$ cat src/rtl/morse_capture.sv
// Morse key capture: synchronises and debounces a raw key, classifies each
// press as a dot or a dash by its length, and packs up to four symbols into
// an 8-bit letter code that is published after a long enough release.
module morse_capture #(
  parameter int CNT_W        = 24,
  parameter int DEBOUNCE_CYC = 500000,
  parameter int DOT_MAX      = 10000000,
  parameter int LETTER_GAP   = 30000000
) (
  input  logic       clk,
  input  logic       rst,
  input  logic       key_in,
  output logic [7:0] morse_array,
  output logic       char_valid,
  output logic       overflow
);

  // The gap counter must be able to hold LETTER_GAP even when CNT_W is too
  // narrow for it (the default LETTER_GAP needs 25 bits).
  localparam int LG_W  = $clog2(LETTER_GAP + 1);
  localparam int GAP_W = (CNT_W > LG_W) ? CNT_W : LG_W;
  localparam int DB_W  = $clog2(DEBOUNCE_CYC + 1);

  localparam logic [CNT_W-1:0] DOT_TH = CNT_W'(DOT_MAX);
  localparam logic [GAP_W-1:0] GAP_TH = GAP_W'(LETTER_GAP);
  localparam logic [DB_W-1:0]  DB_TH  = DB_W'(DEBOUNCE_CYC - 1);

  typedef enum logic [1:0] {
    IDLE  = 2'd0,
    PRESS = 2'd1,
    GAP   = 2'd2
  } state_t;

  state_t state, state_next;

  logic             key_meta, key_sync, key_db;
  logic [DB_W-1:0]  db_cnt;
  logic [CNT_W-1:0] press_cnt;
  logic [GAP_W-1:0] gap_cnt;
  logic [5:0]       shreg_hi;
  logic [7:0]       shreg;
  logic [2:0]       sym_cnt;
  logic             ovf_pend;
  logic [1:0]       sym;

  logic start_press, end_press, gap_done;

  assign shreg_hi = shreg[5:0];
  assign sym      = (press_cnt < DOT_TH) ? 2'b01 : 2'b10;

  // Two-flop synchroniser followed by a consecutive-cycle debounce filter.
  // NOTE: state registers use non-blocking assignments so every flop samples
  // the pre-edge values of the others, exactly like the hardware.
  always_ff @(posedge clk) begin
    if (rst) begin
      key_meta <= 1'b0;
      key_sync <= 1'b0;
      key_db   <= 1'b0;
      db_cnt   <= '0;
    end else begin
      key_meta <= key_in;
      key_sync <= key_meta;
      if (key_sync != key_db) begin
        if (db_cnt == DB_TH) begin
          key_db <= key_sync;
          db_cnt <= '0;
        end else begin
          db_cnt <= db_cnt + 1'b1;
        end
      end else begin
        db_cnt <= '0;
      end
    end
  end

  // FSM state register.
  always_ff @(posedge clk) begin
    if (rst) state <= IDLE;
    else     state <= state_next;
  end

  // Next-state logic and datapath strobes.
  // NOTE: every output of this block gets a default first so no path leaves
  // it unassigned, which would otherwise infer a latch.
  always_comb begin
    state_next  = state;
    start_press = 1'b0;
    end_press   = 1'b0;
    gap_done    = 1'b0;
    unique case (state)
      IDLE: begin
        if (key_db) begin
          start_press = 1'b1;
          state_next  = PRESS;
        end
      end
      PRESS: begin
        if (!key_db) begin
          end_press  = 1'b1;
          state_next = GAP;
        end
      end
      GAP: begin
        // A completed gap wins even if the key has just gone down again.
        if (gap_cnt == GAP_TH) begin
          gap_done   = 1'b1;
          state_next = IDLE;
        end else if (key_db) begin
          start_press = 1'b1;
          state_next  = PRESS;
        end
      end
      default: state_next = IDLE;
    endcase
  end

  // Press/gap counters, symbol shift register and letter publication.
  always_ff @(posedge clk) begin
    if (rst) begin
      press_cnt   <= '0;
      gap_cnt     <= '0;
      shreg       <= '0;
      sym_cnt     <= '0;
      ovf_pend    <= 1'b0;
      morse_array <= '0;
      char_valid  <= 1'b0;
      overflow    <= 1'b0;
    end else begin
      char_valid <= 1'b0;
      overflow   <= 1'b0;

      if (start_press) begin
        press_cnt <= CNT_W'(1);
      end else if (state == PRESS && key_db && press_cnt != '1) begin
        press_cnt <= press_cnt + 1'b1;
      end

      if (end_press) begin
        gap_cnt <= GAP_W'(1);
        if (sym_cnt == 3'd4) begin
          ovf_pend <= 1'b1;
        end else begin
          shreg   <= {shreg_hi, sym};
          sym_cnt <= sym_cnt + 1'b1;
        end
      end else if (state == GAP && !gap_done && !key_db) begin
        gap_cnt <= gap_cnt + 1'b1;
      end

      if (gap_done) begin
        if (ovf_pend) begin
          overflow <= 1'b1;
        end else begin
          morse_array <= shreg;
          char_valid  <= 1'b1;
        end
        shreg    <= '0;
        sym_cnt  <= '0;
        ovf_pend <= 1'b0;
      end
    end
  end

endmodule

$ cat config.mk
export PLATFORM = sky130hd
export DESIGN_NAME = morse_capture
export DESIGN_NICKNAME = d
export VERILOG_FILES = /design/src/rtl/morse_capture.sv
export SDC_FILE = /design/constraint.sdc
export NUM_CORES = 1
export LEC_CHECK = 0
export CAP_MARGIN = 20
export CORE_ASPECT_RATIO = 0.8
export CORE_MARGIN = 2
export CORE_UTILIZATION = 35
export DETAILED_ROUTE_END_ITERATION = 10
export GPL_TIMING_DRIVEN = 0
export MAX_ROUTING_LAYER = met4
export PLACE_DENSITY = 0.61
export SLEW_MARGIN = 20
export SYNTH_ARGS = -nofsm -noshare
export SYNTH_HDL_FRONTEND = slang
export SYNTH_SLANG_ARGS = --single-unit
export TNS_END_PERCENT = 100
$ cat constraint.sdc
create_clock -name clk -period 2.1 [get_ports clk]
set_clock_uncertainty 0.15 [all_clocks]
set_input_delay 0.315 -clock clk [delete_from_list [all_inputs] [get_ports clk]]
set_output_delay 0.315 -clock clk [all_outputs]
set_load 0.005 [all_outputs]
Word-level counts from Yosys, hierarchy flattened --
Index checks and enable logic that the tools add are counted.
Word-level totals: output and inout bits 10, register bits after elaboration 95
Cells by class: order comparisons 1, equality and inequality tests 8, reduce and logical (&&, ||, !) cells 18, add/subtract/negate cells 4, bitwise logic cells 4, muxes and demuxes 18
Operators with widths (count):
- 25-bit by 1-bit adder with 25-bit output (second input constant) | 1
- 25-bit equality test (second input constant) | 1
- 24-bit by 1-bit adder with 24-bit output (second input constant) | 1
- 24-bit < comparator (second input constant) | 1
- 24-bit != test (second input constant) | 1
- 19-bit by 1-bit adder with 19-bit output (second input constant) | 1
- 19-bit equality test (second input constant) | 1
- 1-bit 2-to-1 mux | 12
- 2-bit 2-to-1 mux | 4
- 2-bit AND reduction | 4
- 2-bit OR reduction | 4
- 2-bit one-hot mux with 3 select lines | 1
- 1-bit logical AND | 4
- 1-bit NOT | 4
- 2-bit nonzero test | 2
- 3-bit by 1-bit adder with 3-bit output (second input constant) | 1
- 3-bit equality test (second input constant) | 1
- 3-bit OR reduction | 1
- 2-bit by 1-bit equality test with 1-bit output (second input constant) | 1
- 2-bit equality test (second input constant) | 1
- 1-bit logical NOT | 2
- 2-bit logical NOT | 1
- 2-bit != test (second input constant) | 1
- 1-bit one-hot mux with 2 select lines | 1
- 1-bit != test | 1

Longest topological paths before layout --
Gate-level depths: netlist of run 1.
depth after elaboration 8, mapped depth 8, gate-level depth less buffers 7

Worst setup path after synthesis of run 1 --
No wires, ideal clock.
path type register -> register, from register db_cnt[0], to register db_cnt[18], path buffers 0, setup time 0.117 ns, stages on the path, launching flop included 7, arrival time 1.710 ns, path slack 0.123 ns, cell sequence dfxtp_1 ha_1 nand4_1 or4_1 nor3_1 xnor2_1 nor2_1
On the way: longest elaborated chain between the ends 2, elaborated cells on any way between the ends 3, those cells by class add/sub (1); eq/ne (1); reduce/logical (1)
RTL lines:
- from (decl) | line 37 | logic [DB_W-1:0] db_cnt;
- from (signal assigned) | line 68 | db_cnt <= db_cnt + 1'b1;
- branches (longest 2 deep; another with 19-bit by 1-bit adder with 19-bit output)
Parallel ways; which one is timed is not known. A chain may end at the register's enable or synchronous reset.

Worst setup path in the final report of run 1 --
from register gap_cnt[5], to register morse_array[0]
On the way: longest elaborated chain between the ends 4
RTL lines:
- from (decl) | line 39 | logic [GAP_W-1:0] gap_cnt;
- from (signal assigned) | line 147 | gap_cnt <= gap_cnt + 1'b1;
- 25-bit equality test | line 105 | if (gap_cnt == GAP_TH) begin
- 1-bit 2-to-1 mux | line 105
- 1-bit 2-to-1 mux | line 90 | unique case (state)
- 2-bit AND reduction (no source line)
- to (signal assigned) | line 154 | morse_array <= shreg;
- to (decl) | line 13 | output logic [7:0] morse_array,
Every way passes these cells.

==> results of run 1 <==
[worst min-delay path by stage]
| stage | endpoint | slack (ns) | startpoint | depth (start not counted) |
|---|---|---|---|---|
| after floorplan | key_sync | 0.26 | key_meta | 1 |
| after global placement | key_sync | 0.27 | key_meta | 1 |
| after detailed placement | key_sync | 0.28 | key_meta | 1 |
| after CTS | key_sync | 0.29 | key_meta | 1 |
| after global routing | key_sync | 0.30 | key_meta | 1 |
| final | key_sync | 0.28 | key_meta | 1 |
[state kept, by name, indices dropped and copies added, names as in the netlist]
| name | count |
|---|---|
| state | 2 |
| key_meta | 1 |
| overflow | 1 |
| db_cnt | 19 |
| gap_cnt | 25 |
| key_db | 1 |
| shreg | 8 |
| ovf_pend | 1 |
| press_cnt | 24 |
| key_sync | 1 |
| morse_array | 8 |
| char_valid | 1 |
| sym_cnt | 3 |
[through the flow]
stage,cells,util
after floorplan,501,-
after global placement,665,0.3817
after detailed placement,665,0.3817
after CTS,687,0.4208
after global routing,696,0.4398
final,696,0.4398
[power by group through the flow]
stage	clock network (mW)	registers, mW	logic, mW
floorplan	0	1.85	0.0274
global placement	0	1.85	0.0439
detailed placement	0	1.85	0.0445
CTS	1.93	1.80	0.0460
global route	2.00	1.80	0.0566
finish	1.89	1.80	0.0523
[layout by cell type (no fill, tap or decap), types with 4 or more instances in the layout]
cell             netlist  routed
a21oi_1               34      32
buf_4                  2      18
buf_6                  0       4
clkbuf_1               6       4
clkbuf_16              0       9
clkdlybuf4s50_1        0      12
dfxtp_1               95      82
dfxtp_2                0      13
ha_1                   6       5
inv_1                 19      18
mux2i_1               10      10
nand2_1               44      44
nand3_1               21      19
nand4_1               18      18
nor2_1                77      77
nor3_1                20      17
nor4_1                12       7
o21ai_0                9       9
or3_1                 14      13
xnor2_1               43      43
xor2_1                13      13
[cell families (layout without fill, tap and decap cells)]
logic type | after synthesis | in the layout | synth area share
fa+ha+maj | 6 | 6 | 0.01747
buf+inv | 35 | 78 | 0.03464
compound gates | 56 | 56 | 0.07802
mux | 10 | 10 | 0.02329
flops | 95 | 95 | 0.4425
simple gates | 243 | 243 | 0.2900
xor+xnor | 56 | 56 | 0.1141
[routing by layer]
metal	share of wire	track usage	vias to the layer above
met5	0	-	-
met4	0.017	0.05495	0
met3	0.039	0.03062	14
met2	0.46	0.2419	65
met1	0.49	0.1939	1687
li1	-	-	1811
[critical path, delay by kind of cell, from the launching register on]
kind,cells,cell delay (ns)
DFF,1,0.33
and+or+nand+nor,4,1.09
muxes,1,0.18
buffers and inverters,1,0.21
[area by class of cell]
type                            count  area, um2
Fill cell                        1121       6763
Multi-Input combinational cell    371       2432
Sequential cell                    95       1918
Timing Repair Buffer               28      244.0
Clock buffer                       11      242.7
Tap cell                          152      190.2
Clock inverter                      5      105.1
Buffer                             15      105.1
Inverter                           19      71.32
[repair_timing]
| item | 4_1_cts | 5_1_grt |
|---|---|---|
| setup endpoints to repair | 59 | 78 |
| hold buffers | 0 | 0 |
| gates resized for setup | 17 | 48 |
| buffers inserted | 5 | 10 |
| pin swaps | 6 | 12 |
| gates cloned | 1 | 0 |
==> flow_summary.ini, run 1 <==
[critical_path]
cp_data_arrival_time_ns = 2.16
cp.required_ns = 2.17
end_kind = flip-flop
r2r-start = gap_cnt[5]
reg2regPathDepth = 6
crit_path_cell_trace = or2_0, or4_4, nor4_4, buf_4, mux2i_1, nor2_1
r2r-end = morse_array[0]
slowest_delay_ns = 0.50
crit_fanout = 4
reg2reg_setup_slack_ns = 0.006
crit_start = gap_cnt[5]
endpoint = morse_array[0]
worstSetupPathType = flip-flop to flip-flop
start_kind = flip-flop
cpMaxStageDelayCell = or4_4

[final_layout]
layout-drive-gt1-share = 0.1710
syn_to_final_growth_pct = 23.52
layout.nets = 548
final_area_um2 = 5309
diodes = 0

[synthesis]
syn-num-nets = 510
synth_cells = 501
seq_area_frac_synth = 0.4425
synth.largest_area_cell = dfxtp_1
yosysWarningCount = 0
synth.avg_cell_area_um2 = 8.579
ys.flop_type = dfxtp_1
ys_seq_elements = 95
netlist_top_cells_area = dfxtp_1 44%, xnor2_1 8.8%, nor2_1 6.7%, a21oi_1 4.0%, nand2_1 3.8%
synth_top_cell_area_share = 0.4425
ys_async_sr_fraction = 0
ys_types = 52
ys_top_cells_by_count = 95 x dfxtp_1, 77 x nor2_1, 44 x nand2_1
synth-edff-count = 0
synth_area_um2 = 4298
synth.most_common_cell = dfxtp_1

[global_routing]
grt_pass1_wl_um = 15640
track_usage = 0.1522
grt_max_degree = 16
grt_pass1_vias = 3257
grt-ovfl-total = 0
grt_antenna_before_repair = 0

[route]
drt_pass1_iterations = 4
antenna_left = 0
viasPerCell = 5.139
wire_per_inst_um = 13.52
vias = 3577
drc = 0
drt_iter0_drc = 239
routed_wl_um = 9411

[cts]
insertion_delay_ns = 0.35
clockBufferDepth = 2
cts_max_level = 3
cts_tree = done
cts_buffers = 9
clk_pin_slew_ns = 0.07
cts_sinks = 95
cts_root_buf = clkbuf_16

[timing]
fin_ws_ns = 0.006391
rsz0062_at_grt = true
relSlewSlack = 0.6594
hold_viol = 0
fin_crit_ns = 2.094
setup_tns_ns = 0
post-route-period-util = 0.9970
slew_violations = 0
setup_violations = 0
finalHoldWorstSlack_ns = 0.2807
fmax_mhz = 477.6
tightestPinTransition_ns = 0.5108

[power_and_ir_drop]
switching_share = 0.1952
pwr-share-clk = 0.505
power_switching_mw = 0.7320
pwr-share-seq = 0.481
internal-power_mw = 3.019
leakagePower_nw = 1.702
pwr_density_cell_nw_per_um2 = 706.5
ir_worst_vdd_mv = 0.3119
power_mw = 3.751
pwr-share-comb = 0.014

[placed_design]
portBuffers = 12
place_area_um2 = 4608
place.gp.congestion = 0.9319
dpl.hpwl_um = 6182
dp_worst_setup_slack_ns = -0.2007

[floorplan]
die_width_um = 127.9
start_util = 0.3560
die_y_um = 103.1
rows = 36
core_area_um2 = 12070
dieArea_um2 = 13190
io_pins = 13

[run]
maxCapViolCount = 0

[worst_hold_path]
hold_path.class = flip-flop to flip-flop

[run_status]
status = complete, no violations
(Power assumes the default switching activity.)
==> run 2: changes to the inputs <==
==> constraint.sdc (replaced) <==
create_clock -name clk -period 2.1 [get_ports clk]
set_clock_uncertainty 0.15 [all_clocks]
set_input_delay 0.42 -clock clk [delete_from_list [all_inputs] [get_ports clk]]
set_output_delay 0.42 -clock clk [all_outputs]
set_load 0.005 [all_outputs]
==> results of run 2 <==
Same layout as run 1: the final DEF is identical, and so are final timing and power.
==> run 3: changes to the inputs <==
Settings changed: PLACE_DENSITY 0.61 to default, PLACE_DENSITY_LB_ADDON from default to 0.05.
Clock period 2.1 ns to 2.6 ns, I/O delays scaled along.
==> run 3 against run 2 <==
Sequential share of layout area increased by 2.6 points. Worst hold slack improved by 0.026 ns. Register-to-register slack improved by 0.31 ns. Flip-flop and latch count stayed put. Fmax fell by 8.3%. Via count is 4.1% lower. Clock power is 29% lower. Clock-buffer cell count down 2. Total power decreased by 24%. Critical path depth increased by 1. Largest cell class unchanged. Largest power group is now sequential cells. Highest routed layer unchanged.
==> flow_summary.ini, run 3 (synthesized netlist as in run 1, its figures left out) <==
[power_and_ir_drop]
pwr-share-comb = 0.013
switching_share = 0.2199
leakagePower_nw = 1.508
pwr-share-seq = 0.513
power_mw = 2.840
internal-power_mw = 2.215
power_switching_mw = 0.6246
pwr-share-clk = 0.474
ir_worst_vdd_mv = 0.3196
pwr_density_cell_nw_per_um2 = 578.0

[cts]
cts_sinks = 95
cts_buffers = 9
cts_tree = done
clk_pin_slew_ns = 0.07
cts_max_level = 3
clockBufferDepth = 2
cts_root_buf = clkbuf_16
ctsHoldBuffers = 0
insertion_delay_ns = 0.34

[final_layout]
final_common_cell = dfxtp_1
fin_cells = 681
seqCellArea_um2 = 1902
top_regs = gap_cnt (25), press_cnt (24), db_cnt (19)
regMostFlops = gap_cnt
most-common-layout-cells = 95 x dfxtp_1, 77 x nor2_1, 44 x nand2_1
diodes = 0
num-fill-cells = 1239
syn_to_final_growth_pct = 14.32
layout-drive-gt1-share = 0.07940
layout.nets = 534
final_area_um2 = 4913
largest_register_ffs = 25
multi_input_area_um2 = 2251

[placed_design]
place.gp.congestion = 0.7813
portBuffers = 12
dpl.hpwl_um = 6330
place_area_um2 = 4608
dp.cells = 665

[route]
routed_wl_um = 9128
drc = 0
drt_iter0_drc = 203
viasPerCell = 5.037
drt_pass1_iterations = 4
vias = 3430
wire_per_inst_um = 13.40
antenna_left = 0

[critical_path]
cp_data_arrival_time_ns = 2.41
cp_top_family = simple AND/OR/NAND/NOR gates
crit_fanout = 10
cpMaxStageDelayCell = nor4b_1
crit_path_cell_trace = nor4b_1, nand4_1, buf_4, o311ai_4, nand2b_2, buf_2, nor2_1
worstSetupPathType = flip-flop to flip-flop
start_kind = flip-flop
slowest_delay_ns = 0.51
end_kind = flip-flop
path_buf_inv = 2
cp.required_ns = 2.72

[worst_hold_path]
hold_path.class = flip-flop to flip-flop

[floorplan]
die_y_um = 103.1
core_area_um2 = 12070
io_pins = 13
die_width_um = 127.9
dieArea_um2 = 13190
start_util = 0.3560
rows = 36

[global_routing]
grt_pass1_wl_um = 15270
track_usage = 0.1509
grt_max_degree = 17
grt_antenna_before_repair = 0
grt-ovfl-total = 0
grt_pass1_vias = 2997

[timing]
setup_tns_ns = 0
relSlewSlack = 0.6068
finalHoldWorstSlack_ns = 0.3071
tightestPinTransition_ns = 0.5866
fmax_mhz = 438.2
rsz0062_at_grt = false
slew_violations = 0
hold_viol = 0
setup_violations = 0
post-route-period-util = 0.8778
fin_crit_ns = 2.282

[run]
maxCapViolCount = 0

[run_status]
status = complete, no violations
[run 3: cell count changes in the layout (fill, tap and decap cells not counted), sizes merged]
| cell | previous run | this run |
|---|---|---|
| clkinvlp | 2 | 1 |
| clkinv | 0 | 1 |
| buf | 23 | 11 |
| bufinv | 3 | 1 |
| inv | 19 | 22 |
| clkbuf | 19 | 15 |
[run 3: power groups by stage]
stage,Combinational [mW],Sequential (mW),Clock [mW]
2_1_floorplan,0.0221,1.49,0
3_3_place_gp,0.0377,1.49,0
3_5_place_dp,0.0376,1.49,0
4_1_cts,0.0381,1.46,1.38
5_1_grt,0.0414,1.46,1.44
6_report,0.0365,1.46,1.35
[run 3: repair_timing]
action / 4_1_cts / 5_1_grt
resized for setup: 0 / 1
endpoints found under the setup margin: 0 / 18
setup buffers: 0 / 1
hold endpoints to repair: 0 / 0
[run 3: layout make-up]
| type | instances | share of cell area |
|---|---|---|
| tap | 152 | 0.03871 |
| clock inverter | 6 | 0.01401 |
| timing repair buffer | 13 | 0.02597 |
| clock buffer | 9 | 0.04584 |
| inverter | 19 | 0.01451 |
| sequential | 95 | 0.3871 |
| buffer | 16 | 0.01579 |
| multi-input combinational | 371 | 0.4581 |
[run 3: through the flow]
step	util	setup WS, ns
global placement	0.3817	0.1617
detailed placement	0.3817	0.1610
finish	0.4070	0.3178
CTS	0.4061	0.1370
floorplan	-	0.6233
global route	0.4070	0.09393
[run 3: worst paths after layout]
kind / startpoint / end / slack, ns / cells after the start
setup / recovery: gap_cnt[18] / press_cnt[8] / 0.32 / 7
hold / removal: key_meta / key_sync / 0.31 / 1
setup reg to reg: gap_cnt[18] / press_cnt[8] / 0.32 / 7
hold reg to reg: key_meta / key_sync / 0.31 / 1
[run 3: routing by layer]
metal  GRT usage  wire [um]  vias up
met2      0.2114       3712       53
met1      0.2136       4948     1586
met4     0.04818        114        0
li1            -          -     1782
met5           -          0        -
met3     0.03477        353        9
